## src/rtl/wb_decoder_if.sv

```systemverilog
// Master-side request/response bus of wb_decoder; the decoder uses the slave modport,
// the requesting master (or bench) uses the master modport.
interface wb_decoder_if;
    logic        stb_i;
    logic        we_i;
    logic [31:0] adr_i;
    logic [31:0] dat_i;
    logic [3:0]  sel_i;
    logic        ack_o;
    logic [31:0] dat_o;

    modport master (
        output stb_i, we_i, adr_i, dat_i, sel_i,
        input  ack_o, dat_o
    );

    modport slave (
        input  stb_i, we_i, adr_i, dat_i, sel_i,
        output ack_o, dat_o
    );
endinterface

```

## src/rtl/wb_decoder.sv

```systemverilog
// Bank decoder: routes a single master to NSLAVE slaves by adr_i[31:24] and records the first fault.
// Optional slave-ack timeout (counter + timeout fault) is compiled in with `define WB_DECODER_TIMEOUT_EN.
module wb_decoder #(
    parameter int unsigned NSLAVE  = 4,
    parameter logic [7:0]  BASE    = 8'h00,
    parameter int unsigned TIMEOUT = 255,
    parameter logic [31:0] ERRDATA = 32'hDEADBEEF
) (
    input  logic                     clk,
    input  logic                     rst_i,
    wb_decoder_if.slave              bus,
    output logic [NSLAVE-1:0]        s_stb_o,
    input  logic [NSLAVE-1:0]        s_ack_i,
    input  logic [32*NSLAVE-1:0]     s_dat_i,
    output logic [31:0]              s_adr_o,
    output logic [31:0]              s_dat_o,
    output logic [3:0]               s_sel_o,
    output logic                     s_we_o,
    output logic                     err_o,
    output logic [31:0]              err_adr_o,
    output logic                     err_to_o,
    input  logic                     err_clr_i
);
    localparam int unsigned SW = (NSLAVE > 1) ? $clog2(NSLAVE) : 1;

    typedef enum logic [1:0] {IDLE, WAIT, RESP} state_t;

    state_t          state_q, state_d;
    logic [SW-1:0]   sel_q, sel_d;
    logic [SW-1:0]   dec_sel;
    logic [8:0]      bank_off;
    logic            mapped;
    logic            fault;
    logic [31:0]     s_dat_a [NSLAVE];

    for (genvar i = 0; i < NSLAVE; i++) begin : g_dat
        assign s_dat_a[i] = s_dat_i[32*i +: 32];
    end

    // Nine-bit difference so banks below BASE come out negative and fail the range test.
    assign bank_off = {1'b0, bus.adr_i[31:24]} - {1'b0, BASE};
    assign mapped   = bank_off < 9'(NSLAVE);
    assign dec_sel  = bank_off[SW-1:0];

    assign s_adr_o = bus.adr_i;
    assign s_dat_o = bus.dat_i;
    assign s_sel_o = bus.sel_i;
    assign s_we_o  = bus.we_i;

`ifdef WB_DECODER_TIMEOUT_EN
    logic [15:0] cnt_q;
    logic        fault_to;
    logic        resp_to_q;
    logic        err_to_q;
    logic [31:0] resp_dat;

    assign resp_dat = resp_to_q ? ERRDATA : 32'h0;
    assign err_to_o = err_to_q;

    always_ff @(posedge clk) begin
        if (rst_i || state_d != WAIT) begin
            cnt_q <= '0;
        end else if (state_q == WAIT) begin
            cnt_q <= cnt_q + 16'd1;
        end
    end

    always_ff @(posedge clk) begin
        if (rst_i) begin
            resp_to_q <= 1'b0;
        end else if (fault) begin
            resp_to_q <= fault_to;
        end
    end
`else
    logic [31:0] resp_dat;

    assign resp_dat = 32'h0;
    assign err_to_o = 1'b0;
`endif

    always_ff @(posedge clk) begin
        if (rst_i) begin
            state_q <= IDLE;
            sel_q   <= '0;
        end else begin
            state_q <= state_d;
            sel_q   <= sel_d;
        end
    end

    always_comb begin
        state_d    = state_q;
        sel_d      = sel_q;
        fault      = 1'b0;
`ifdef WB_DECODER_TIMEOUT_EN
        fault_to   = 1'b0;
`endif
        s_stb_o    = '0;
        bus.ack_o  = 1'b0;
        bus.dat_o  = '0;
        case (state_q)
            IDLE: begin
                if (bus.stb_i) begin
                    if (mapped) begin
                        s_stb_o[dec_sel] = 1'b1;
                        bus.ack_o        = s_ack_i[dec_sel];
                        bus.dat_o        = s_dat_a[dec_sel];
                        // A same-cycle ack completes the access without leaving IDLE.
                        if (!s_ack_i[dec_sel]) begin
                            state_d = WAIT;
                            sel_d   = dec_sel;
                        end
                    end else begin
                        state_d = RESP;
                        fault   = 1'b1;
                    end
                end
            end
            WAIT: begin
                if (!bus.stb_i) begin
                    state_d = IDLE;
                end else begin
                    s_stb_o[sel_q] = 1'b1;
                    bus.ack_o      = s_ack_i[sel_q];
                    bus.dat_o      = s_dat_a[sel_q];
                    if (s_ack_i[sel_q]) begin
                        state_d = IDLE;
                    end
`ifdef WB_DECODER_TIMEOUT_EN
                    else if (cnt_q + 16'd1 == 16'(TIMEOUT)) begin
                        state_d  = RESP;
                        fault    = 1'b1;
                        fault_to = 1'b1;
                    end
`endif
                end
            end
            RESP: begin
                bus.ack_o = bus.stb_i;
                bus.dat_o = resp_dat;
                state_d   = IDLE;
            end
            default: state_d = IDLE;
        endcase
        if (rst_i) begin
            s_stb_o   = '0;
            bus.ack_o = 1'b0;
            bus.dat_o = '0;
        end
    end

    // A clear in the same cycle as a fault lets the new fault overwrite the held record.
    always_ff @(posedge clk) begin
        if (rst_i) begin
            err_o     <= 1'b0;
            err_adr_o <= '0;
`ifdef WB_DECODER_TIMEOUT_EN
            err_to_q  <= 1'b0;
`endif
        end else if (fault) begin
            err_o <= 1'b1;
            if (!err_o || err_clr_i) begin
                err_adr_o <= bus.adr_i;
`ifdef WB_DECODER_TIMEOUT_EN
                err_to_q  <= fault_to;
`endif
            end
        end else if (err_clr_i) begin
            err_o <= 1'b0;
        end
    end
endmodule

```

## src/flat_wrapper.sv

```systemverilog
// flat-port wrapper written by rule: the top's interface ports become plain ports
module wb_decoder_flat 
#(
    parameter int unsigned NSLAVE  = 4,
    parameter logic [7:0]  BASE    = 8'h00,
    parameter int unsigned TIMEOUT = 255,
    parameter logic [31:0] ERRDATA = 32'hDEADBEEF
)
  (clk, rst_i, s_stb_o, s_ack_i, s_dat_i, s_adr_o, s_dat_o, s_sel_o, s_we_o, err_o, err_adr_o, err_to_o, err_clr_i, bus_stb_i, bus_we_i, bus_adr_i, bus_dat_i, bus_sel_i, bus_ack_o, bus_dat_o);
  wb_decoder_if bus_i ();
  input  logic clk;
  input  logic rst_i;
  output logic [NSLAVE-1:0] s_stb_o;
  input  logic [NSLAVE-1:0] s_ack_i;
  input  logic [32*NSLAVE-1:0] s_dat_i;
  output logic [31:0] s_adr_o;
  output logic [31:0] s_dat_o;
  output logic [3:0] s_sel_o;
  output logic s_we_o;
  output logic err_o;
  output logic [31:0] err_adr_o;
  output logic err_to_o;
  input  logic err_clr_i;
  input wire logic [$bits(bus_i.stb_i)-1:0] bus_stb_i;
  input wire logic [$bits(bus_i.we_i)-1:0] bus_we_i;
  input wire logic [$bits(bus_i.adr_i)-1:0] bus_adr_i;
  input wire logic [$bits(bus_i.dat_i)-1:0] bus_dat_i;
  input wire logic [$bits(bus_i.sel_i)-1:0] bus_sel_i;
  output wire logic [$bits(bus_i.ack_o)-1:0] bus_ack_o;
  output wire logic [$bits(bus_i.dat_o)-1:0] bus_dat_o;
  assign bus_i.stb_i = bus_stb_i;
  assign bus_i.we_i = bus_we_i;
  assign bus_i.adr_i = bus_adr_i;
  assign bus_i.dat_i = bus_dat_i;
  assign bus_i.sel_i = bus_sel_i;
  assign bus_ack_o = bus_i.ack_o;
  assign bus_dat_o = bus_i.dat_o;
  wb_decoder #(.NSLAVE(NSLAVE), .BASE(BASE), .TIMEOUT(TIMEOUT), .ERRDATA(ERRDATA)) u_core (.clk(clk), .rst_i(rst_i), .bus(bus_i), .s_stb_o(s_stb_o), .s_ack_i(s_ack_i), .s_dat_i(s_dat_i), .s_adr_o(s_adr_o), .s_dat_o(s_dat_o), .s_sel_o(s_sel_o), .s_we_o(s_we_o), .err_o(err_o), .err_adr_o(err_adr_o), .err_to_o(err_to_o), .err_clr_i(err_clr_i));
endmodule
```

## config.mk

```make
export PLATFORM = sky130hd
export DESIGN_NAME = wb_decoder_flat
export DESIGN_NICKNAME = d
export VERILOG_FILES = /design/src/rtl/wb_decoder_if.sv /design/src/rtl/wb_decoder.sv /design/src/flat_wrapper.sv
export SDC_FILE = /design/constraint.sdc
export NUM_CORES = 1
export LEC_CHECK = 0
export BUFFER_PORTS_ARGS = -buffer_cell sky130_fd_sc_hd__buf_4
export CAP_MARGIN = 20
export CORE_AREA = 4 4 130 132
export DETAILED_ROUTE_END_ITERATION = 10
export DIE_AREA = 0 0 134 136
export HOLD_SLACK_MARGIN = 0.03
export RECOVER_POWER = 25
export SLEW_MARGIN = 15
export SYNTH_ARGS = -nofsm -noshare
export SYNTH_HDL_FRONTEND = slang
export SYNTH_SLANG_ARGS = --single-unit
export TNS_END_PERCENT = 10
```

## constraint.sdc

```tcl
create_clock -name clk -period 2 [get_ports clk]
set_input_delay 0.2 -clock clk [delete_from_list [all_inputs] [get_ports clk]]
set_output_delay 0.2 -clock clk [all_outputs]
set_load 0.05 [all_outputs]
```

==> reports/qor.csv <==
stage,metric,value,unit
power,swShare,0.3444,
setup_path,worstPathRequired,1.80,ns
sta,fmax,510.8,MHz
floorplanning,core_area,15710,um2
yosys,synth-edff-count,0,
clock_tree,cts-root-buf,clkbuf_16,
global_route,grt_pass1_vias,4915,
global_route,antenna_found_initial,0,
setup_path,start_kind,flip-flop,
floorplanning,rows,46,
setup_path,crit_fanout,14,
yosys,yosysTopAreaCell,mux4_2,
power,p_clk_frac,0.269,
setup_path,end_kind,output port,
route,viasPerCell,5.197,
sta,hold_viol,0,
final_layout,drive_gt1_frac,0.5981,
floorplanning,die_y,136,um
yosys,synth_seq_cells,37,
floorplanning,start_util,0.2856,
yosys,avgSynthCellArea,9.861,um2
clock_tree,cts_buffers,5,
sta,period_share,0.9789,
yosys,synth.most_common_cell,buf_4,
placement,dp_worst_setup_slack,0.1459,ns
sta,finClkSkew,0.002102,ns
route,wl_per_cell,21.09,um
clock_tree,htreeDepth,2,
sta,postLayoutSetupSlackWorst,0.04214,ns
yosys,seq_area_frac_synth,0.1651,
global_route,grt.overflow.total,0,
sta,worstMarginPinSlew,0.5919,ns
yosys,postSynthCellCount,455,
yosys,synth_nets,660,
setup_path,arrival,1.76,ns
global_route,grt_pass1_wl,26.45,mm
floorplanning,die_x,134,um
yosys,async_reset_ff_frac,0,
route,drc,0,
clock_tree,cts_tree,built,
global_route,track_usage,0.1838,
global_route,grt_max_degree,49,
route,drtPass1Iterations,4,
clock_tree,clkTransAtPathRegs,0.05,ns
setup_path,crit_chain,buf_12 > mux4_2 > nand2_1 > a21oi_2 > buf_6,
placement,dp_hpwl,14.41,mm
final_layout,syn_to_final_growth,45.06,%
sta,fin_crit,1.958,ns
power,cellLeakagePower,2.599,nW
yosys,netlist_area,4487,um2
setup_path,crit_slowest_cell,mux4_2,
final_layout,fin_nets,841,
power,combPwrFrac,0.437,
power,irDropWorstVdd,0.4134,mV
floorplanning,io_pins,345,
power,switching_power,954.1,uW
clock_tree,insertion_delay,0.27,ns
clock_tree,clockBufferDepth,2,
power,finalPower,2.770,mW
setup_path,worstSetupPathType,reg2out,
min_path,hp-class,in2reg,
setup_path,crit_buf_inv,2,
clock_tree,clock-sinks,37,
sta,rsz0062_at_grt,yes,
yosys,synth.distinct_cells,33,
yosys,synth_commonest_cells,"buf_4 (75), mux4_2 (66), nand2b_1 (65)",
yosys,yosys.area.top_type_share,0.3313,
route,ant_nets,0,
floorplanning,dieArea,18220,um2
flow_run,max_cap_violations,0,
sta,finalMaxSlewViolations,0,
route,routed_wl,17.99,mm
run_status,status,completed,
yosys,synthTopCellsByArea,"mux4_2 (33%), dfxtp_1 (17%), buf_4 (13%)",
yosys,yosys_warnings,0,
placement,placed_cell_area,6314,um2
yosys,ys.flop_type,dfxtp_1,
placement,gp_congestion,0.7946,
clock_tree,post_cts_buffers,0,
sta,hold-worst-slack,0.2030,ns
sta,setup_viol,0,
placement,portBuffers,269,
power,p_int,1.816,mW
power,p_seq_frac,0.294,
power,p_per_area,425.6,nW/um2
final_layout,diodes,0,
route,first_iter_violations,157,
final_layout,final_core_util,0.4142,
sta,relSlewSlack,0.6071,
setup_path,cpLargestDelayFamily,multiplexers,
setup_path,cpPeakStageDelay,0.52,ns
final_layout,fin_area,6509,um2
route,vias,4433,
## timing repair
action                                  CTS  global route
endpoints found under the setup margin   21            28
hold buffers                              0             0
pin swaps                                 0             8
resized for setup                         5            15
## cells in the final DEF (no fill, tap or decap), types with 3 or more instances in the layout
master	count
buf_6	6
mux2i_1	30
dfxtp_1	33
nor2b_1	3
nand2b_1	65
nand4b_1	5
nand4_1	37
o21ai_1	5
nand2_1	30
clkbuf_1	4
mux4_2	66
clkbuf_16	5
a21oi_1	32
buf_4	275
a21oi_2	4
nand2_2	3
buf_12	8
## state kept, by name, indices dropped and copies added (netlist names)
register,flops
u_core.err_adr_o,32
u_core.err_o,1
u_core.sel_q,2
u_core.state_q,2
## path summary, 6_finish.rpt
kind | from | to | slack, ns | cells after the start
worst max-delay path | u_core.sel_q[0] | bus_dat_o[16] | 0.04 | 5
worst min-delay path | bus_adr_i[19] | u_core.err_adr_o[19] | 0.20 | 3
worst max register to register | u_core.state_q[0] | u_core.err_adr_o[23] | 0.38 | 5
worst min register to register | u_core.err_adr_o[26] | u_core.err_adr_o[26] | 0.47 | 2
## routing by layer
metal	global-route usage	routed length [um]	up-vias
met3	0.05070	1557	39
met5	0	0	-
met4	0.07657	635	0
met1	0.1711	5696	2154
li1	-	-	1996
met2	0.3714	10100	244
## layout make-up
class	instances	area, um2
clock buffer	8	136.4
fill	1561	9204
inverter	1	3.754
multi-input combinational	301	3052
sequential	37	750.7
tap	216	270.3
timing repair buffer	290	2296
## logic make-up (layout without fill, tap and decap cells)
logic type | after synthesis | in the layout | synth area share
flops | 37 | 37 | 0.1651
compound gates | 45 | 45 | 0.05382
mux | 96 | 96 | 0.3982
buf+inv | 117 | 299 | 0.1670
simple gates | 159 | 159 | 0.2150
other cells | 1 | 1 | 0.0008358
## worst min-delay path: stages
cell and delay (ns):
buf_4 0.11, nand2b_1 0.06, mux2i_1 0.06
## power groups by stage
stage	combinational (mW)	clock (mW)	sequential [mW]
6_report	1.21	0.746	0.814
5_1_grt	1.28	0.804	0.819
4_1_cts	1.22	0.775	0.815
3_5_place_dp	1.22	0	0.830
3_3_place_gp	1.19	0	0.828
2_1_floorplan	0.773	0	0.986
## stage by stage
| step | setup TNS, ns | std cells |
|---|---|---|
| 2_1_floorplan | -6.110 | 455 |
| 6_report | 0 | 853 |
| 5_1_grt | -0.1427 | 853 |
| 3_5_place_dp | 0 | 845 |
| 3_3_place_gp | 0 | 845 |
| 4_1_cts | -0.03585 | 853 |
Note: power is estimated with default switching activity, not from simulation.
